File: src/rtl/dcache_pkg.sv
// Shared definitions for the direct-mapped write-through data cache.
// Holds the default geometry, the derived address-field widths and the
// controller state encoding, plus a byte-lane merge helper.
package dcache_pkg;

  localparam int unsigned DC_LINES   = 16;
  localparam int unsigned DC_WORDS   = 4;
  localparam int unsigned ADDR_W     = 32;
  localparam int unsigned DATA_W     = 32;
  localparam int unsigned BE_W       = DATA_W / 8;
  localparam int unsigned BYTE_OFF_W = 2;

  // Address split at the default geometry: | tag | index | word | byte |
  localparam int unsigned OFFSET_W = $clog2(DC_WORDS);
  localparam int unsigned INDEX_W  = $clog2(DC_LINES);
  localparam int unsigned TAG_W    = ADDR_W - INDEX_W - OFFSET_W - BYTE_OFF_W;

  typedef enum logic [1:0] {
    ST_IDLE   = 2'd0,
    ST_LOOKUP = 2'd1,
    ST_REFILL = 2'd2,
    ST_RESP   = 2'd3
  } state_t;

  // Replace the enabled byte lanes of old_word with those of new_word.
  function automatic logic [DATA_W-1:0] byte_merge(
    input logic [DATA_W-1:0] old_word,
    input logic [DATA_W-1:0] new_word,
    input logic [BE_W-1:0]   be
  );
    logic [DATA_W-1:0] merged;
    merged = old_word;
    for (int b = 0; b < int'(BE_W); b++) begin
      if (be[b]) merged[8*b +: 8] = new_word[8*b +: 8];
    end
    return merged;
  endfunction

endpackage

File: src/rtl/dcache_data_array.sv
// Cache data storage: LINES x WORDS x 32-bit words.
// Ports:
//   clk      - clock, writes on rising edge
//   i_we     - byte write enables (4'b0000 = no write)
//   i_wline  - line index of the write
//   i_wword  - word within the line of the write
//   i_wdata  - write data, only enabled bytes are stored
//   i_rline  - line index of the combinational read
//   i_rword  - word within the line of the combinational read
//   o_rdata  - read data
module dcache_data_array
  import dcache_pkg::*;
#(
  parameter int unsigned LINES = DC_LINES,
  parameter int unsigned WORDS = DC_WORDS,
  localparam int unsigned IDX_W = $clog2(LINES),
  localparam int unsigned OFF_W = $clog2(WORDS)
) (
  input  logic              clk,
  input  logic [BE_W-1:0]   i_we,
  input  logic [IDX_W-1:0]  i_wline,
  input  logic [OFF_W-1:0]  i_wword,
  input  logic [DATA_W-1:0] i_wdata,
  input  logic [IDX_W-1:0]  i_rline,
  input  logic [OFF_W-1:0]  i_rword,
  output logic [DATA_W-1:0] o_rdata
);

  logic [DATA_W-1:0] r_mem [LINES][WORDS];

  // Byte-enabled write; contents are not reset.
  always_ff @(posedge clk) begin
    if (|i_we) begin
      r_mem[i_wline][i_wword] <= byte_merge(r_mem[i_wline][i_wword], i_wdata, i_we);
    end
  end

  assign o_rdata = r_mem[i_rline][i_rword];

endmodule

File: src/rtl/dcache.sv
// Direct-mapped, write-through, no-write-allocate data cache for the MEM stage.
// Read misses refill a whole line from the backing RAM one word per cycle.
// Ports:
//   clk, resetn         - clock and synchronous active-low reset
//   cpu_req/addr/wen/wdata - CPU access request (wen == 0 means read)
//   cpu_ready           - request can be accepted this cycle (IDLE only)
//   cpu_ack, cpu_rdata  - one-cycle completion pulse and load data
//   mem_addr/wen/wdata  - backing RAM port (write-through and refill reads)
//   mem_rdata           - backing RAM read data, one cycle after mem_addr
//   flush               - invalidate all lines when idle and no request
//   hit_cnt, miss_cnt   - read hit / read miss counters
module dcache
  import dcache_pkg::*;
#(
  parameter int unsigned LINES = DC_LINES,
  parameter int unsigned WORDS = DC_WORDS
) (
  input  logic              clk,
  input  logic              resetn,
  input  logic              cpu_req,
  input  logic [ADDR_W-1:0] cpu_addr,
  input  logic [BE_W-1:0]   cpu_wen,
  input  logic [DATA_W-1:0] cpu_wdata,
  output logic              cpu_ready,
  output logic              cpu_ack,
  output logic [DATA_W-1:0] cpu_rdata,
  output logic [ADDR_W-1:0] mem_addr,
  output logic [BE_W-1:0]   mem_wen,
  output logic [DATA_W-1:0] mem_wdata,
  input  logic [DATA_W-1:0] mem_rdata,
  input  logic              flush,
  output logic [31:0]       hit_cnt,
  output logic [31:0]       miss_cnt
);

  localparam int unsigned L_OFF_W = $clog2(WORDS);
  localparam int unsigned L_IDX_W = $clog2(LINES);
  localparam int unsigned L_TAG_W = ADDR_W - L_IDX_W - L_OFF_W - BYTE_OFF_W;
  // Refill counter runs 0..WORDS inclusive.
  localparam int unsigned CNT_W   = $clog2(WORDS + 1);

  state_t               r_state;
  state_t               w_next_state;

  logic [ADDR_W-1:0]    r_addr;
  logic [BE_W-1:0]      r_wen;
  logic [DATA_W-1:0]    r_wdata;
  logic [CNT_W-1:0]     r_cnt;
  logic [LINES-1:0]     r_valid;
  logic [L_TAG_W-1:0]   r_tag [LINES];
  logic [31:0]          r_hit_cnt;
  logic [31:0]          r_miss_cnt;
  logic [ADDR_W-1:0]    r_mem_addr;

  logic [L_TAG_W-1:0]   w_tag;
  logic [L_IDX_W-1:0]   w_index;
  logic [L_OFF_W-1:0]   w_word;
  logic                 w_hit;
  logic                 w_is_write;
  logic                 w_refill_done;
  logic                 w_accept;
  logic                 w_flush_now;
  logic                 w_mem_drive;
  logic [ADDR_W-1:0]    w_mem_addr;
  logic [BE_W-1:0]      w_mem_wen;
  logic [DATA_W-1:0]    w_mem_wdata;
  logic [BE_W-1:0]      w_arr_we;
  logic [L_OFF_W-1:0]   w_arr_word;
  logic [DATA_W-1:0]    w_arr_wdata;
  logic [DATA_W-1:0]    w_arr_rdata;
  logic                 w_unused;

  // Fields of the latched request address; byte offset is ignored.
  assign w_tag      = r_addr[ADDR_W-1 -: L_TAG_W];
  assign w_index    = r_addr[BYTE_OFF_W + L_OFF_W +: L_IDX_W];
  assign w_word     = r_addr[BYTE_OFF_W +: L_OFF_W];
  assign w_unused   = &{1'b0, r_addr[BYTE_OFF_W-1:0]};

  assign w_hit         = r_valid[w_index] && (r_tag[w_index] == w_tag);
  assign w_is_write    = |r_wen;
  assign w_accept      = (r_state == ST_IDLE) && cpu_req;
  assign w_flush_now   = (r_state == ST_IDLE) && flush && !cpu_req;
  assign w_refill_done = (r_state == ST_REFILL) && (r_cnt == CNT_W'(WORDS));

  // State register.
  always_ff @(posedge clk) begin
    if (!resetn) r_state <= ST_IDLE;
    else         r_state <= w_next_state;
  end

  // Next-state logic.
  always_comb begin
    w_next_state = r_state;
    case (r_state)
      ST_IDLE:   if (cpu_req) w_next_state = ST_LOOKUP;
      ST_LOOKUP: w_next_state = (w_is_write || w_hit) ? ST_IDLE : ST_REFILL;
      ST_REFILL: if (w_refill_done) w_next_state = ST_RESP;
      ST_RESP:   w_next_state = ST_IDLE;
      default:   w_next_state = ST_IDLE;
    endcase
  end

  // Output / datapath control decode.
  always_comb begin
    cpu_ready   = 1'b0;
    cpu_ack     = 1'b0;
    w_mem_drive = 1'b0;
    w_mem_addr  = r_mem_addr;
    w_mem_wen   = '0;
    w_mem_wdata = r_wdata;
    w_arr_we    = '0;
    w_arr_word  = w_word;
    w_arr_wdata = r_wdata;
    case (r_state)
      ST_IDLE: cpu_ready = 1'b1;
      ST_LOOKUP: begin
        if (w_is_write) begin
          // Write-through always; update the cached copy only on a hit.
          cpu_ack     = 1'b1;
          w_mem_drive = 1'b1;
          w_mem_addr  = {r_addr[ADDR_W-1:BYTE_OFF_W], 2'b00};
          w_mem_wen   = r_wen;
          if (w_hit) w_arr_we = r_wen;
        end else if (w_hit) begin
          cpu_ack = 1'b1;
        end
      end
      ST_REFILL: begin
        // Address word k while storing the word fetched for k-1.
        if (r_cnt < CNT_W'(WORDS)) begin
          w_mem_drive = 1'b1;
          w_mem_addr  = {w_tag, w_index, L_OFF_W'(r_cnt), 2'b00};
        end
        if (r_cnt != '0) begin
          w_arr_we    = '1;
          w_arr_word  = L_OFF_W'(r_cnt - CNT_W'(1));
          w_arr_wdata = mem_rdata;
        end
      end
      ST_RESP: cpu_ack = 1'b1;
      default: ;
    endcase
  end

  assign cpu_rdata = w_arr_rdata;
  assign mem_addr  = w_mem_addr;
  assign mem_wen   = w_mem_wen;
  assign mem_wdata = w_mem_wdata;
  assign hit_cnt   = r_hit_cnt;
  assign miss_cnt  = r_miss_cnt;

  // Reset-covered control state: valid bits, refill counter, statistics.
  always_ff @(posedge clk) begin
    if (!resetn) begin
      r_valid    <= '0;
      r_cnt      <= '0;
      r_hit_cnt  <= '0;
      r_miss_cnt <= '0;
      r_mem_addr <= '0;
    end else begin
      if (w_mem_drive) r_mem_addr <= w_mem_addr;
      if ((r_state == ST_LOOKUP) && !w_is_write) begin
        if (w_hit) r_hit_cnt  <= r_hit_cnt + 32'd1;
        else       r_miss_cnt <= r_miss_cnt + 32'd1;
        r_cnt <= '0;
      end else if (r_state == ST_REFILL) begin
        r_cnt <= r_cnt + CNT_W'(1);
      end
      if (w_refill_done)    r_valid[w_index] <= 1'b1;
      else if (w_flush_now) r_valid          <= '0;
    end
  end

  // Request latch and tag store; neither needs reset.
  always_ff @(posedge clk) begin
    if (w_accept) begin
      r_addr  <= cpu_addr;
      r_wen   <= cpu_wen;
      r_wdata <= cpu_wdata;
    end
    if (w_refill_done) r_tag[w_index] <= w_tag;
  end

  dcache_data_array #(
    .LINES (LINES),
    .WORDS (WORDS)
  ) u_data (
    .clk     (clk),
    .i_we    (w_arr_we),
    .i_wline (w_index),
    .i_wword (w_arr_word),
    .i_wdata (w_arr_wdata),
    .i_rline (w_index),
    .i_rword (w_word),
    .o_rdata (w_arr_rdata)
  );

endmodule

File: config.mk
export PLATFORM = sky130hd
export DESIGN_NAME = dcache
export DESIGN_NICKNAME = d
export VERILOG_FILES = /design/src/rtl/dcache_pkg.sv /design/src/rtl/dcache_data_array.sv /design/src/rtl/dcache.sv
export SDC_FILE = /design/constraint.sdc
export NUM_CORES = 2
export LEC_CHECK = 0
export CORE_ASPECT_RATIO = 0.7
export CORE_MARGIN = 2
export CORE_UTILIZATION = 30
export CTS_BUF_LIST = sky130_fd_sc_hd__clkbuf_8 sky130_fd_sc_hd__clkbuf_16
export DETAILED_ROUTE_END_ITERATION = 8
export GPL_ROUTABILITY_DRIVEN = 0
export PLACE_DENSITY = 0.48
export SLEW_MARGIN = 25
export SYNTH_ARGS = -nofsm -noshare
export SYNTH_HDL_FRONTEND = slang
export SYNTH_SLANG_ARGS = --single-unit
File: constraint.sdc
create_clock -name clk -period 7.1 [get_ports clk]
set_clock_uncertainty 0.15 [all_clocks]
set_input_delay 2.13 -clock clk [delete_from_list [all_inputs] [get_ports clk]]
set_output_delay 2.13 -clock clk [all_outputs]
set_load 0.02 [all_outputs]
==> out/results.tsv <==
stage	metric	value	unit
floorplan	io_pins	270	
pwr	clock_power_share	39.6	%
logic_synthesis	syn_nets	4850	
logic_synthesis	syn_area	0.1024	sq mm
worst_setup_path	critPathMaxFanout	26	
job	drv_cap	0	
pwr	p_sw_share	24.07	%
floorplan	dieArea	0.3462	sq mm
detailed_routing	drc_errors	0	
final_layout	syn_to_final_growth	18.95	%
global_routing	antenna_found_initial	12	
pwr	p_total	35.59	mW
timing	hold_slack	308.2	ps
global_routing	grt_use_total	16.69	%
logic_synthesis	synth_compound_area_share	1.790	%
timing	setup_viol	0	
floorplan	num_rows	179	
floorplan	start_util	30.15	%
logic_synthesis	synth_fa_ha_area_share	0.09773	%
logic_synthesis	yosys_register_bits	2619	
placement	dp_hpwl	171200	microns
logic_synthesis	yosys.area_share.simple	2.923	%
detailed_routing	firstDrtPassIters	6	
clock_tree	clk_pin_slew	60	ps
pwr	max-vdd-ir-drop	168.9	uV
pwr	p_switching	8.567	mW
timing	slew_headroom	27.90	%
worst_setup_path	worstSetupPathType	flip-flop to output port	
logic_synthesis	synth_area_per_cell	21.62	sq um
timing	maxSlewViolCount	0	
detailed_routing	route.vias.total	51540	
pwr	p_int	27.03	mW
logic_synthesis	synth_ff_type	edfxtp_1	
worst_setup_path	endpoint_kind	output port	
detailed_routing	drt-wirelength-per-cell	29.44	microns
worst_setup_path	crit_required	4820	ps
status	status	complete, no violations	
logic_synthesis	synth_cell_types	71	
placement	dp_cells	9512	
clock_tree	cts_sinks	2619	
worst_hold_path	hold_class	flip-flop to flip-flop	
final_layout	drive_above_1_share	28.37	%
logic_synthesis	syn_inst	4738	
global_routing	grt_pass1_wl	411100	microns
timing	max_clock_freq	0.1427	GHz
floorplan	die-height	492.9	microns
clock_tree	root_buffer	clkbuf_16	
final_layout	fin_nets	5398	
global_routing	gr-total-overflow	0	
detailed_routing	via_per_inst	5.139	
logic_synthesis	synth_top_family_by_area	multiplexers	
timing	setup_tns	0	ps
clock_tree	cts_tree	yes	
clock_tree	clockBufferDepth	4	
final_layout	nFillCells	31120	
pwr	p_per_area	292.1	mW/mm^2
logic_synthesis	async_flop_share	0	%
timing	fin_crit_sh	98.70	%
timing	fin_crit	7008	ps
clock_tree	insertion_delay	870	ps
clock_tree	cts_buffers	283	
worst_setup_path	critPathArrivalTime	4730	ps
floorplan	core_area	0.3398	sq mm
logic_synthesis	ys_warn_count	0	
logic_synthesis	yosysSeqAreaShare	75.60	%
global_routing	grt_pass1_vias	51690	
detailed_routing	initialDrtViolationCount	5518	
final_layout	final_cells	10030	
logic_synthesis	synth_edf_count	2498	
timing	tightestPinTransition	1082	ps
detailed_routing	ant_nets	0	
timing	finalHoldViolations	0	
detailed_routing	routed_wirelength	295200	microns
floorplan	die_w	702.4	microns
final_layout	final_core_util	35.86	%
logic_synthesis	synthXorXnorAreaFrac	0.4618	%
global_routing	grt_max_degree	89	
worst_setup_path	startpoint_type	flip-flop	
pwr	p_comb_share	10.9	%
pwr	power_leakage	38.11	nW
logic_synthesis	synthMuxAreaShare	17.82	%
placement	port_buffers	267	
clock_tree	cts_max_level	5	
pwr	p_seq_share	49.5	%
==> flip-flops by register name, indices dropped and copies added (netlist names), 3 cells and up, named ones only <==
name,flops
u_data.r_mem,2048
r_tag,384
hit_cnt,32
mem_wdata,32
miss_cnt,32
r_mem_addr,32
r_addr,30
r_valid,16
r_wen,4
r_cnt,3
==> synthesized netlist by cell type, types with 15 or more instances <==
| cell type | count | area [sq um] |
|---|---|---|
| or3_1 | 17 | 106.4 |
| inv_1 | 23 | 86.33 |
| nor2b_1 | 20 | 125.1 |
| a22oi_1 | 36 | 270.3 |
| nand2_1 | 224 | 840.8 |
| mux4_2 | 748 | 16850 |
| a21oi_1 | 36 | 180.2 |
| nor2_1 | 107 | 401.6 |
| buf_6 | 15 | 168.9 |
| edfxtp_1 | 2498 | 75010 |
| o21a_1 | 30 | 225.2 |
| clkbuf_1 | 141 | 529.3 |
| buf_2 | 66 | 330.3 |
| xor2_1 | 30 | 262.8 |
| xnor2_1 | 24 | 210.2 |
| and2_1 | 19 | 118.9 |
| dfxtp_1 | 121 | 2422 |
| nor3_1 | 53 | 265.3 |
| mux2i_1 | 129 | 1291 |
| a22o_1 | 40 | 350.3 |
| nand3_1 | 88 | 440.4 |
| o21ai_0 | 23 | 115.1 |
| and3_1 | 27 | 168.9 |
| buf_1 | 37 | 138.9 |
==> power by group through the flow <==
| stage | logic [mW] | registers, mW | clock network [mW] |
|---|---|---|---|
| floorplan | 2.14 | 18.0 | 0 |
| global placement | 3.78 | 18.0 | 0 |
| detailed placement | 3.87 | 18.0 | 0 |
| CTS | 3.92 | 17.6 | 14.5 |
| global route | 4.11 | 17.6 | 15.0 |
| finish | 3.88 | 17.6 | 14.1 |
==> logic make-up after synthesis <==
family / count (synthesis)
flip-flops: 2619
multiplexers: 887
AND/OR/NAND/NOR: 624
buffers and inverters: 293
AO/OA/AOI/OAI: 253
XOR/XNOR: 54
adder cells (fa/ha/maj): 8
==> what timing repair did <==
| action | 4_1_cts | 5_1_grt |
|---|---|---|
| setup endpoints to repair | 30 | 2 |
| setup buffers | 13 | 0 |
| gates resized for setup | 4 | 4 |
| hold buffers | 0 | 0 |
==> worst max-delay path, stage by stage (launching register included) <==
cell and delay [ps]:
dfxtp_4 470, buf_4 160, buf_12 250, buf_12 240
buf_12 260, mux4_2 550, mux4_2 610, mux4_2 630
clkdlybuf4s50_1 580
==> stage by stage <==
step	area [sq um]	setup slack (ps)
global route	121800	-16.85
detailed placement	112800	543.4
finish	121800	92.31
CTS	121800	5.547
global placement	112800	569.7
floorplan	102400	1164
==> path summary, 6_finish.rpt <==
kind                       from                  end  slack, ps  cells after the start
hold reg to reg   r_mem_addr[3]        r_mem_addr[3]        310                      2
setup reg to reg      flip-flop  u_data.r_mem[2][67]       1260                     13
setup / recovery      flip-flop        cpu_rdata[18]         90                      8
hold / removal    r_mem_addr[3]        r_mem_addr[3]        310                      2
==> layout by cell type, fill, tap and decap left out, types with 40 or more instances in the layout <==
| master | instances |
|---|---|
| a22o_1 | 40 |
| buf_12 | 40 |
| buf_4 | 220 |
| clkbuf_16 | 290 |
| clkdlybuf4s50_1 | 262 |
| clkinv_1 | 44 |
| clkinv_2 | 42 |
| dfxtp_1 | 117 |
| edfxtp_1 | 2498 |
| inv_1 | 87 |
| mux2i_1 | 103 |
| mux4_2 | 748 |
| nand2_1 | 224 |
| nand3_1 | 88 |
| nor2_1 | 73 |
| nor3_2 | 46 |
==> per-layer routing <==
layer | vias up | routed length [microns] | GRT usage (%)
met1 | 28560 | 137900 | 25.29
met2 | 1560 | 133300 | 25.24
met4 | 0 | 7957 | 4.470
li1 | 21030 | - | -
met5 | - | 0 | 0
met3 | 382 | 16030 | 2.266
==> final cells by class <==
| cell class | count | area, sq um | area share (%) |
|---|---|---|---|
| Antenna cell | 12 | 30.03 | 0.02465 |
| Clock buffer | 291 | 7271 | 5.968 |
| Clock inverter | 199 | 1485 | 1.219 |
| Inverter | 25 | 102.6 | 0.08421 |
| Multi-Input combinational cell | 1826 | 24590 | 20.19 |
| Sequential cell | 2619 | 77450 | 63.57 |
| Tap cell | 4525 | 5662 | 4.647 |
| Timing Repair Buffer | 531 | 5240 | 4.301 |
Note: power is estimated with default switching activity, not from simulation.
